$ cat src/rtl/serial_subtractor_ctrl_pkg.sv
// Shared definitions for the bit-serial subtractor controller:
// FSM state encoding and the default operand width.
package serial_subtractor_ctrl_pkg;

   localparam int WIDTH_DEF = 8;

   typedef enum logic [1:0] {
      IDLE = 2'd0,
      RUN  = 2'd1,
      DONE = 2'd2
   } state_e;

   // Counter width able to hold 0..w without wrapping.
   function automatic int cnt_width(input int w);
      return $clog2(w + 1);
   endfunction

endpackage

$ cat src/rtl/subtractor.sv
// 1-bit full-subtractor cell: D = a - b - Bin, with borrow out.
// Purely combinational; shared by every bit of a serial operation.
module subtractor (
   input  logic a,
   input  logic b,
   input  logic Bin,
   output logic D,
   output logic Bout
);

   assign D    = a ^ b ^ Bin;
   assign Bout = (~a & b) | (~(a ^ b) & Bin);

endmodule

$ cat src/rtl/serial_subtractor_ctrl.sv
// Bit-serial subtractor: one full-subtractor cell, LSB first,
// one bit per clock, sequenced by an IDLE/RUN/DONE FSM.
module serial_subtractor_ctrl
   import serial_subtractor_ctrl_pkg::*;
#(
   parameter int WIDTH = WIDTH_DEF
) (
   input  logic             clk,
   input  logic             rst,
   input  logic             start,
   input  logic [WIDTH-1:0] a,
   input  logic [WIDTH-1:0] b,
   input  logic             borrow_in,
   output logic             busy,
   output logic             done,
   output logic [WIDTH-1:0] diff,
   output logic             borrow_out
);

   localparam int CW = cnt_width(WIDTH);
   localparam logic [CW-1:0] LAST = CW'(WIDTH - 1);

   state_e           state_q, state_d;
   logic [WIDTH-1:0] a_q, a_d;
   logic [WIDTH-1:0] b_q, b_d;
   logic [WIDTH-1:0] diff_q, diff_d;
   logic             brw_q, brw_d;
   logic [CW-1:0]    cnt_q, cnt_d;
   logic             cell_d;
   logic             cell_bout;

   // Operand registers shift right so bit i always sits at position 0.
   subtractor u_cell (
      .a    (a_q[0]),
      .b    (b_q[0]),
      .Bin  (brw_q),
      .D    (cell_d),
      .Bout (cell_bout)
   );

   always_comb begin
      state_d = state_q;
      a_d     = a_q;
      b_d     = b_q;
      diff_d  = diff_q;
      brw_d   = brw_q;
      cnt_d   = cnt_q;
      unique case (state_q)
         IDLE: begin
            if (start) begin
               state_d = RUN;
               a_d     = a;
               b_d     = b;
               brw_d   = borrow_in;
               cnt_d   = '0;
            end
         end
         RUN: begin
            a_d    = a_q >> 1;
            b_d    = b_q >> 1;
            diff_d = {cell_d, diff_q[WIDTH-1:1]};
            brw_d  = cell_bout;
            cnt_d  = cnt_q + CW'(1);
            if (cnt_q == LAST) begin
               state_d = DONE;
            end
         end
         DONE: begin
            state_d = IDLE;
         end
         default: begin
            state_d = IDLE;
         end
      endcase
   end

   always_ff @(posedge clk) begin
      if (rst) begin
         state_q <= IDLE;
         a_q     <= '0;
         b_q     <= '0;
         diff_q  <= '0;
         brw_q   <= 1'b0;
         cnt_q   <= '0;
      end else begin
         state_q <= state_d;
         a_q     <= a_d;
         b_q     <= b_d;
         diff_q  <= diff_d;
         brw_q   <= brw_d;
         cnt_q   <= cnt_d;
      end
   end

   assign busy       = (state_q != IDLE);
   assign done       = (state_q == DONE);
   assign diff       = diff_q;
   assign borrow_out = brw_q;

endmodule

$ cat config.mk
export PLATFORM = sky130hd
export DESIGN_NAME = serial_subtractor_ctrl
export DESIGN_NICKNAME = d
export VERILOG_FILES = /design/src/rtl/serial_subtractor_ctrl_pkg.sv /design/src/rtl/subtractor.sv /design/src/rtl/serial_subtractor_ctrl.sv
export SDC_FILE = /design/constraint.sdc
export NUM_CORES = 1
export LEC_CHECK = 0
export ABC_AREA = 1
export BUFFER_PORTS_ARGS = -buffer_cell sky130_fd_sc_hd__buf_2
export CORE_UTILIZATION = 52
export CTS_CLUSTER_DIAMETER = 40
export DETAILED_ROUTE_END_ITERATION = 8
export PLACE_DENSITY_LB_ADDON = 0.05
export SLEW_MARGIN = 25
export SYNTH_ARGS = -nofsm -noshare
export SYNTH_HDL_FRONTEND = slang
export SYNTH_SLANG_ARGS = --single-unit
$ cat constraint.sdc
create_clock -name clk -period 1.5 [get_ports clk]
set_clock_uncertainty 0.2 [all_clocks]
set_input_delay 0.3 -clock clk [delete_from_list [all_inputs] [get_ports clk]]
set_output_delay 0.3 -clock clk [all_outputs]
set_load 0.03 [all_outputs]
* After elaboration in Yosys (flattened, before gate mapping)
Index checks and enable logic that the tools add are counted.
** Word-level totals
- Flip-flop bits (word level) :: 31
- Bits in latches :: 0
- Bits in writable memories :: 0
- Memory bits (read-only) :: 0
- Output and inout bits :: 11
- Memories kept :: 0
** Operators by class
- Add/sub/neg operators :: 1
- Multipliers :: 0
- Div/mod/pow operators :: 0
- Magnitude comparators :: 0
- Eq/ne operators :: 5
- Shifts and indexed selects :: 0
- Multiplexer cells :: 11
- Bitwise logic cells :: 7
- Reductions and logical operators :: 5
** Operator list (number)
- 8-bit one-hot mux with 2 select lines :: 2
- 8-bit two-way mux :: 2
- 4-bit one-hot mux with 2 select lines :: 1
- 4-bit by 1-bit adder with 4-bit output, second input constant :: 1
- 4-bit by 3-bit == test with 1-bit output, second input constant :: 1
- 2-bit two-way mux :: 2
- 4-bit two-way mux :: 1
- 2-bit != test, second input constant :: 2
- 2-bit one-hot mux with 2 select lines :: 1
- 2-bit AND reduction :: 2
- 2-bit nonzero test :: 2
- 1-bit AND :: 2
- 2-bit by 1-bit == test with 1-bit output, second input constant :: 1
- 2-bit == test, second input constant :: 1
- 2-bit logical NOT :: 1
- 1-bit inverter :: 2
- 1-bit one-hot mux with 2 select lines :: 1
- 1-bit XOR :: 2
- 1-bit two-way mux :: 1
- 1-bit bitwise OR :: 1

* Logic depth before layout (Yosys ltp)
Gate-level depths: netlist of run 1.
- Word-level depth :: 5
- Gate-level depth with buffers :: 7

* Modules after synthesis
A second synthesis of run 1 with hierarchy kept.
** Second synthesis, totals
- Cell total of the unflattened synthesis :: 211
- Area total of the unflattened synthesis :: 1431.4 sq um
** By module, submodules not included
- serial_subtractor_ctrl :: instances 1, cells an instance 207, area each 1400.1 sq um, sequential area each 620.6 sq um
- subtractor :: instances 1, cells an instance 4, area each 31.3 sq um, sequential area each 0.0 sq um

* Worst setup path after synthesis of run 1
Ideal clock, no wire load.
- Kind :: reg-to-reg
- Start :: register brw_q, in the netlist borrow_out
- End :: register diff_q[7], in the netlist diff[7]
- Arrival time :: 1203 ps
- Required time :: 1184 ps
- Slack :: -19 ps
- Cell stages (with the launch flop) :: 5
- Period minus slack after synthesis :: 1519 ps
- Cell sequence :: dfxtp_1 > inv_1 > fa_1 > o21ai_0 > nor2_1
** On the way
- Longest elaborated chain between the ends :: 1
** RTL lines
- from (decl) :: line serial_subtractor_ctrl.sv:27 : logic brw_q, brw_d;
- from (signal assigned) :: line serial_subtractor_ctrl.sv:90 : brw_q <= brw_d;
- 1-bit XOR :: line subtractor.sv:11 : assign D = a ^ b ^ Bin;
- net cell_d :: line serial_subtractor_ctrl.sv:29 : logic cell_d;
- to (signal assigned) :: line serial_subtractor_ctrl.sv:89 : diff_q <= diff_d;
- to (decl) :: line serial_subtractor_ctrl.sv:26 : logic [WIDTH-1:0] diff_q, diff_d;
The timed path passes the listed nets, and every way through them passes these cells.
A chain may end at the register's enable or synchronous reset.

* Worst setup path after layout of run 1
- Start :: register state_q[0]
- End :: output port busy
** On the way
- Longest elaborated chain between the ends :: 1
** RTL lines
- from (decl) :: line serial_subtractor_ctrl.sv:23 : state_e state_q, state_d;
- from (signal assigned) :: line serial_subtractor_ctrl.sv:86 : state_q <= state_d;
- 2-bit nonzero test :: line serial_subtractor_ctrl.sv:95 : assign busy = (state_q != IDLE);
- to (decl) :: line serial_subtractor_ctrl.sv:14 : output logic busy,
Every way passes these cells.

==> impl_metrics.env, run 1 <==
export IMPL_status="finished, violations left"
export IMPL_violations="DRC, setup timing"
export IMPL_synth_compound_area_share_pct=5.54
export IMPL_layout_drive_gt1_share_pct=24.0
export IMPL_n_antenna_cell=0
export IMPL_die_w_um=53.0
export IMPL_holdPathEnd="borrow_out$_SDFFE_PP0P_"
export IMPL_drt_vias_per_instance=5.09
export IMPL_wirelength_um=3290
export IMPL_final_hold_violation_count=0
export IMPL_die_y_um=53.0
export IMPL_layout_nets=271
export IMPL_cp_end_kind="primary output"
export IMPL_syn_num_nets=223
export IMPL_post_synth_top_area_cell="dfxtp_1"
export IMPL_nFillCells=212
export IMPL_drc=1
export IMPL_rsz0062_at_grt="true"
export IMPL_setup_viol=2
export IMPL_grt_max_degree=13
export IMPL_r2r_start="state_q[1]$_SDFFE_PP0P_"
export IMPL_final_cell_area_mm2=0.00176
export IMPL_syn_area_mm2=0.00136
export IMPL_root_buffer="clkbuf_4"
export IMPL_hp_class="in2reg"
export IMPL_syn_inst=201
export IMPL_syn_area_per_cell_um2=6.74
export IMPL_yosysWarningCount=0
export IMPL_place_ws_ps=99.5
export IMPL_portBuffers=30
export IMPL_fmax_ghz=0.657
export IMPL_slew_headroom_pct=70.8
export IMPL_vias=1424
export IMPL_cts_buffers=5
export IMPL_grt_pass1_wl_um=5150
export IMPL_cts_buffer_depth=2
export IMPL_synthXorXnorAreaFrac_pct=0
export IMPL_slew_violations=0
export IMPL_synth_cell_types=14
export IMPL_fin_crit_ps=1520
export IMPL_drt_iter0_drc=44
export IMPL_ff_latch_area_um2=629
export IMPL_tns_ps=-26.6
export IMPL_place_congestion=0.777
export IMPL_cts_tree="built"
export IMPL_criticalPathCategory="reg2out"
export IMPL_cts_reportedPaths_clkPinSlew_ps=100
export IMPL_yosysSeqAreaShare_pct=45.8
export IMPL_synthSimpleGateAreaFrac_pct=38.2
export IMPL_min_from="borrow_in"
export IMPL_synth_top_family_by_area="simple AND/OR/NAND/NOR gates"
export IMPL_max_slew_worst_pin_slew_ps=436
export IMPL_pin_count=31
export IMPL_dp_hpwl_um=2290
export IMPL_core_area_mm2=0.00248
export IMPL_vdd_drop_max_v=0.000838
export IMPL_finalCritPeriodShare_pct=101
export IMPL_yosys_area_share_adder_pct=2.40
export IMPL_multi_input_area_um2=636
export IMPL_cp_slowest_stage_delay_ps=380
export IMPL_rows=18
export IMPL_die_area_mm2=0.00281
export IMPL_drt_pass1_iterations=7
export IMPL_r2r_end="a_q[3]$_SDFFE_PP0P_"
export IMPL_synthMuxAreaShare_pct=0
export IMPL_start_util_pct=54.7
export IMPL_cp_arrival_ps=1020
export IMPL_area_growth_pct=29.9
export IMPL_reg2reg_depth=5
export IMPL_power_leakage_nw=0.894
export IMPL_placed_area_mm2=0.00160
export IMPL_avgRoutedWirePerCell_um=11.7
export IMPL_startpoint_type="flip-flop"
export IMPL_clock_sinks=31
export IMPL_ant_nets=0
export IMPL_maxCapViolations=0
export IMPL_worstHoldPathCells=3
export IMPL_clk_insertion_delay_late_ps=340
export IMPL_crit_path_top_delay_cell="dfxtp_4"
export IMPL_worstPathCellList="nor2_4 -> inv_2 -> buf_6"
export IMPL_synthTopCellsByArea="dfxtp_1, nand2_1, nand3_1"
export IMPL_required_ps=1000
export IMPL_grtUsageTotal_pct=26.2
export IMPL_grt_pass1_vias=1215
export IMPL_htreeDepth=2
export IMPL_ys_seq_elements=31
export IMPL_power_density_mw_per_mm2=1090
export IMPL_critPathMaxFanout=5
export IMPL_setup_ws_ps=-22.0
export IMPL_synth_top_area_share_pct=45.8
export IMPL_r2r_slack_ps=80
export IMPL_grt_overflow_total=0
export IMPL_antenna_found_initial=0
## kinds of logic (layout without fill, tap and decap cells)
| kind of cell | after synthesis | count (layout) |
|---|---|---|
| AND/OR/NAND/NOR | 126 | 126 |
| flip-flops | 31 | 31 |
| buffers and inverters | 27 | 76 |
| AO/OA/AOI/OAI | 15 | 15 |
| adder cells (fa/ha/maj) | 2 | 2 |
## area by class of cell
| type | count | share of cell area [%] |
|---|---|---|
| clock buffer | 8 | 3.91 |
| multi-input combinational | 143 | 36.1 |
| inverter | 19 | 4.19 |
| sequential | 31 | 35.7 |
| tap | 30 | 2.13 |
| timing repair buffer | 49 | 17.9 |
## cells in the mapped netlist
cell type	instances
inv_1	19
clkbuf_1	2
buf_2	6
a21oi_1	3
o21ai_0	11
nor2_2	1
nand2_1	55
nor3_1	2
fa_1	1
ha_1	1
o21ai_1	1
nand3_1	32
dfxtp_1	31
nor2_1	36
## how the worst max path moves through the flow
stage	startpoint	slack [ps]	end	depth (start not counted)
6_report	state_q[0]$_SDFFE_PP0P_	-20	busy	3
5_1_grt	state_q[1]$_SDFFE_PP0P_	-70	done	3
4_1_cts	state_q[0]$_SDFFE_PP0P_	-20	busy	3
3_5_place_dp	state_q[0]$_SDFFE_PP0P_	100	a_q[3]$_SDFFE_PP0P_	4
3_3_place_gp	b_q[0]$_SDFFE_PP0P_	160	diff[7]$_SDFFE_PP0N_	4
2_1_floorplan	borrow_out$_SDFFE_PP0P_	90	diff[7]$_SDFFE_PP0N_	4
## registers in the layout (all words and copies together) (netlist names)
name / flops
a_q: 8
b_q: 8
diff: 8
cnt_q: 4
state_q: 2
borrow_out: 1
## metrics by stage
stage | total power, mW | hold slack [ps] | util (%) | std cells
2_1_floorplan | 1.19 | 203 | - | 201
3_3_place_gp | 1.32 | 248 | 64.7 | 266
3_5_place_dp | 1.33 | 260 | 64.7 | 266
4_1_cts | 1.92 | 15.9 | 70.8 | 280
5_1_grt | 2.02 | 22.0 | 71.1 | 280
6_report | 1.92 | 3.09 | 71.1 | 280
## cell usage in the layout, fill, tap and decap left out, drive strengths merged
cell / instances
o21ai: 12
dfxtp: 31
ha: 1
dlygate4sd3: 4
nor2: 37
buf: 45
clkbuf: 8
nand3: 32
fa: 1
inv: 19
nor3: 2
a21oi: 3
nand2: 55
## timing repair
item	CTS	global route
pin swaps	1	0
setup buffers	2	0
resized for setup	12	2
hold buffers	4	0
endpoints found under the setup margin	2	2
endpoints found under the hold margin	4	0
## report_power, final
group / leakage (nW) / internal [mW] / switching [mW]
combinational: 0.599 / 0.165 / 0.250
sequential: 0.256 / 0.888 / 0.0420
clock: 0.0386 / 0.275 / 0.295
## layer usage
metal,GRT usage [%],wire [um],vias up
met1,29.8,1400,638
li1,-,-,727
met3,10.9,223,9
met5,0,0,-
met2,43.2,1600,50
met4,9.65,61,0
## worst max-delay path, delay by kind of cell (launching register included)
family / cells / cell delay [ps]
DFF: 1 / 380
buffers and inverters: 2 / 170
and+or+nand+nor: 1 / 130
Note: power is estimated with default switching activity, not from simulation.
==> run 2: changes to the inputs <==
SKIP_LAST_GASP = 1   (was default)
==> impl_metrics.env, run 2 (same netlist as run 1, synthesis figures left out) <==
export IMPL_pin_count=31
export IMPL_power_leakage_nw=0.893
export IMPL_drc=1
export IMPL_clk_insertion_delay_late_ps=330
export IMPL_antenna_found_initial=0
export IMPL_hp_class="in2reg"
export IMPL_grt_max_degree=13
export IMPL_finalCritPeriodShare_pct=101
export IMPL_maxCapViolations=0
export IMPL_placed_area_mm2=0.00160
export IMPL_htreeDepth=2
export IMPL_setup_ws_ps=-9.89
export IMPL_layout_common_cells="nand2_1, nor2_1, nand3_1"
export IMPL_die_w_um=53.0
export IMPL_power_switching_uw=583
export IMPL_layout_nets=271
export IMPL_slew_headroom_pct=82.3
export IMPL_seq_power_share_pct=48.7
export IMPL_layout_commonest_cell="nand2_1"
export IMPL_power_frac_clock_pct=29.7
export IMPL_die_area_mm2=0.00281
export IMPL_ant_nets=0
export IMPL_swShare_pct=30.5
export IMPL_drt_pass1_iterations=6
export IMPL_cts_buffer_depth=2
export IMPL_grt_pass1_vias=1222
export IMPL_rows=18
export IMPL_die_y_um=53.0
export IMPL_fin_crit_ps=1510
export IMPL_vias=1404
export IMPL_violations="DRC, setup timing"
export IMPL_cts_reportedPaths_clkPinSlew_ps=90
export IMPL_max_slew_worst_pin_slew_ps=265
export IMPL_wirelength_um=3230
export IMPL_status="finished, violations left"
export IMPL_combPwrFrac_pct=21.6
export IMPL_startpoint_type="flip-flop"
export IMPL_start_util_pct=54.7
export IMPL_rsz0062_at_grt="true"
export IMPL_cp_end_kind="primary output"
export IMPL_power_density_mw_per_mm2=1080
export IMPL_r2r_slack_ps=60
export IMPL_power_mw=1.91
export IMPL_final_hold_violation_count=0
export IMPL_grtUsageTotal_pct=26.4
export IMPL_grt_overflow_total=0
export IMPL_drt_vias_per_instance=5.01
export IMPL_root_buffer="clkbuf_4"
export IMPL_cts_tree="built"
export IMPL_cts_buffers=5
export IMPL_cp_arrival_ps=1010
export IMPL_nFillCells=214
export IMPL_critPathMaxFanout=3
export IMPL_required_ps=1000
export IMPL_criticalPathCategory="reg2out"
export IMPL_dp_hpwl_um=2290
export IMPL_n_antenna_cell=0
export IMPL_avgRoutedWirePerCell_um=11.5
export IMPL_layout_drive_gt1_share_pct=24.4
export IMPL_area_growth_pct=30.5
export IMPL_final_cell_area_mm2=0.00177
export IMPL_core_area_mm2=0.00248
export IMPL_p_int_mw=1.33
export IMPL_clock_sinks=31
export IMPL_drt_iter0_drc=35
export IMPL_slew_violations=0
export IMPL_vdd_drop_max_v=0.000843
export IMPL_fmax_ghz=0.662
export IMPL_setup_viol=2
export IMPL_portBuffers=30
export IMPL_place_congestion=0.777
export IMPL_grt_pass1_wl_um=5190
[run 2: what timing repair did]
action / CTS / global route
pin swaps: 1 / 2
setup buffers: 2 / 0
hold endpoints to repair: 4 / 0
hold buffers: 4 / 0
endpoints found under the setup margin: 2 / 3
gates resized for setup: 11 / 5
[run 2: worst max-delay path: stages, from the launching register on]
cell,delay [ps]
dfxtp_4,380
nor2_4,130
inv_2,40
buf_6,130
[run 2: final cells by class]
type | instances | area (um2) | share of cell area (%)
Clock buffer | 8 | 68.8 | 3.89
Inverter | 19 | 73.8 | 4.18
Multi-Input combinational cell | 143 | 643 | 36.4
Tap cell | 30 | 37.5 | 2.12
Sequential cell | 31 | 629 | 35.6
Timing Repair Buffer | 49 | 315 | 17.8
[run 2: power groups by stage]
| stage | sequential, mW | clock (mW) | combinational (mW) |
|---|---|---|---|
| floorplan | 0.996 | 0 | 0.195 |
| global placement | 0.945 | 0 | 0.376 |
| detailed placement | 0.948 | 0 | 0.386 |
| CTS | 0.929 | 0.574 | 0.413 |
| global route | 0.941 | 0.625 | 0.459 |
| finish | 0.931 | 0.567 | 0.413 |
[run 2: path summary, 6_finish.rpt]
kind / end / cells past startpoint / start
max: busy / 3 / state_q[1]$_SDFFE_PP0P_
min: borrow_out$_SDFFE_PP0P_ / 3 / borrow_in
max reg2reg: cnt_q[3]$_SDFFE_PP0P_ / 8 / state_q[0]$_SDFFE_PP0P_
min reg2reg: b_q[4]$_SDFFE_PP0P_ / 2 / b_q[5]$_SDFFE_PP0P_
[run 2: per-stage QoR]
stage / hold WS [ps] / setup TNS [ps] / instances / utilization [%] / setup slack [ps]
6_report: 11.6 / -18.4 / 280 / 71.4 / -9.89
5_1_grt: 22.0 / -150 / 280 / 71.4 / -63.0
4_1_cts: 15.9 / -33.4 / 280 / 70.7 / -16.9
3_5_place_dp: 260 / 0 / 266 / 64.7 / 99.5
3_3_place_gp: 248 / 0 / 266 / 64.7 / 156
2_1_floorplan: 203 / 0 / 201 / - / 92.2
[run 2: layer usage]
metal	GRT usage, %	routed length (um)
met4	11.8	45
met1	29.8	1370
met5	0	0
met3	11.2	194
met2	42.8	1630
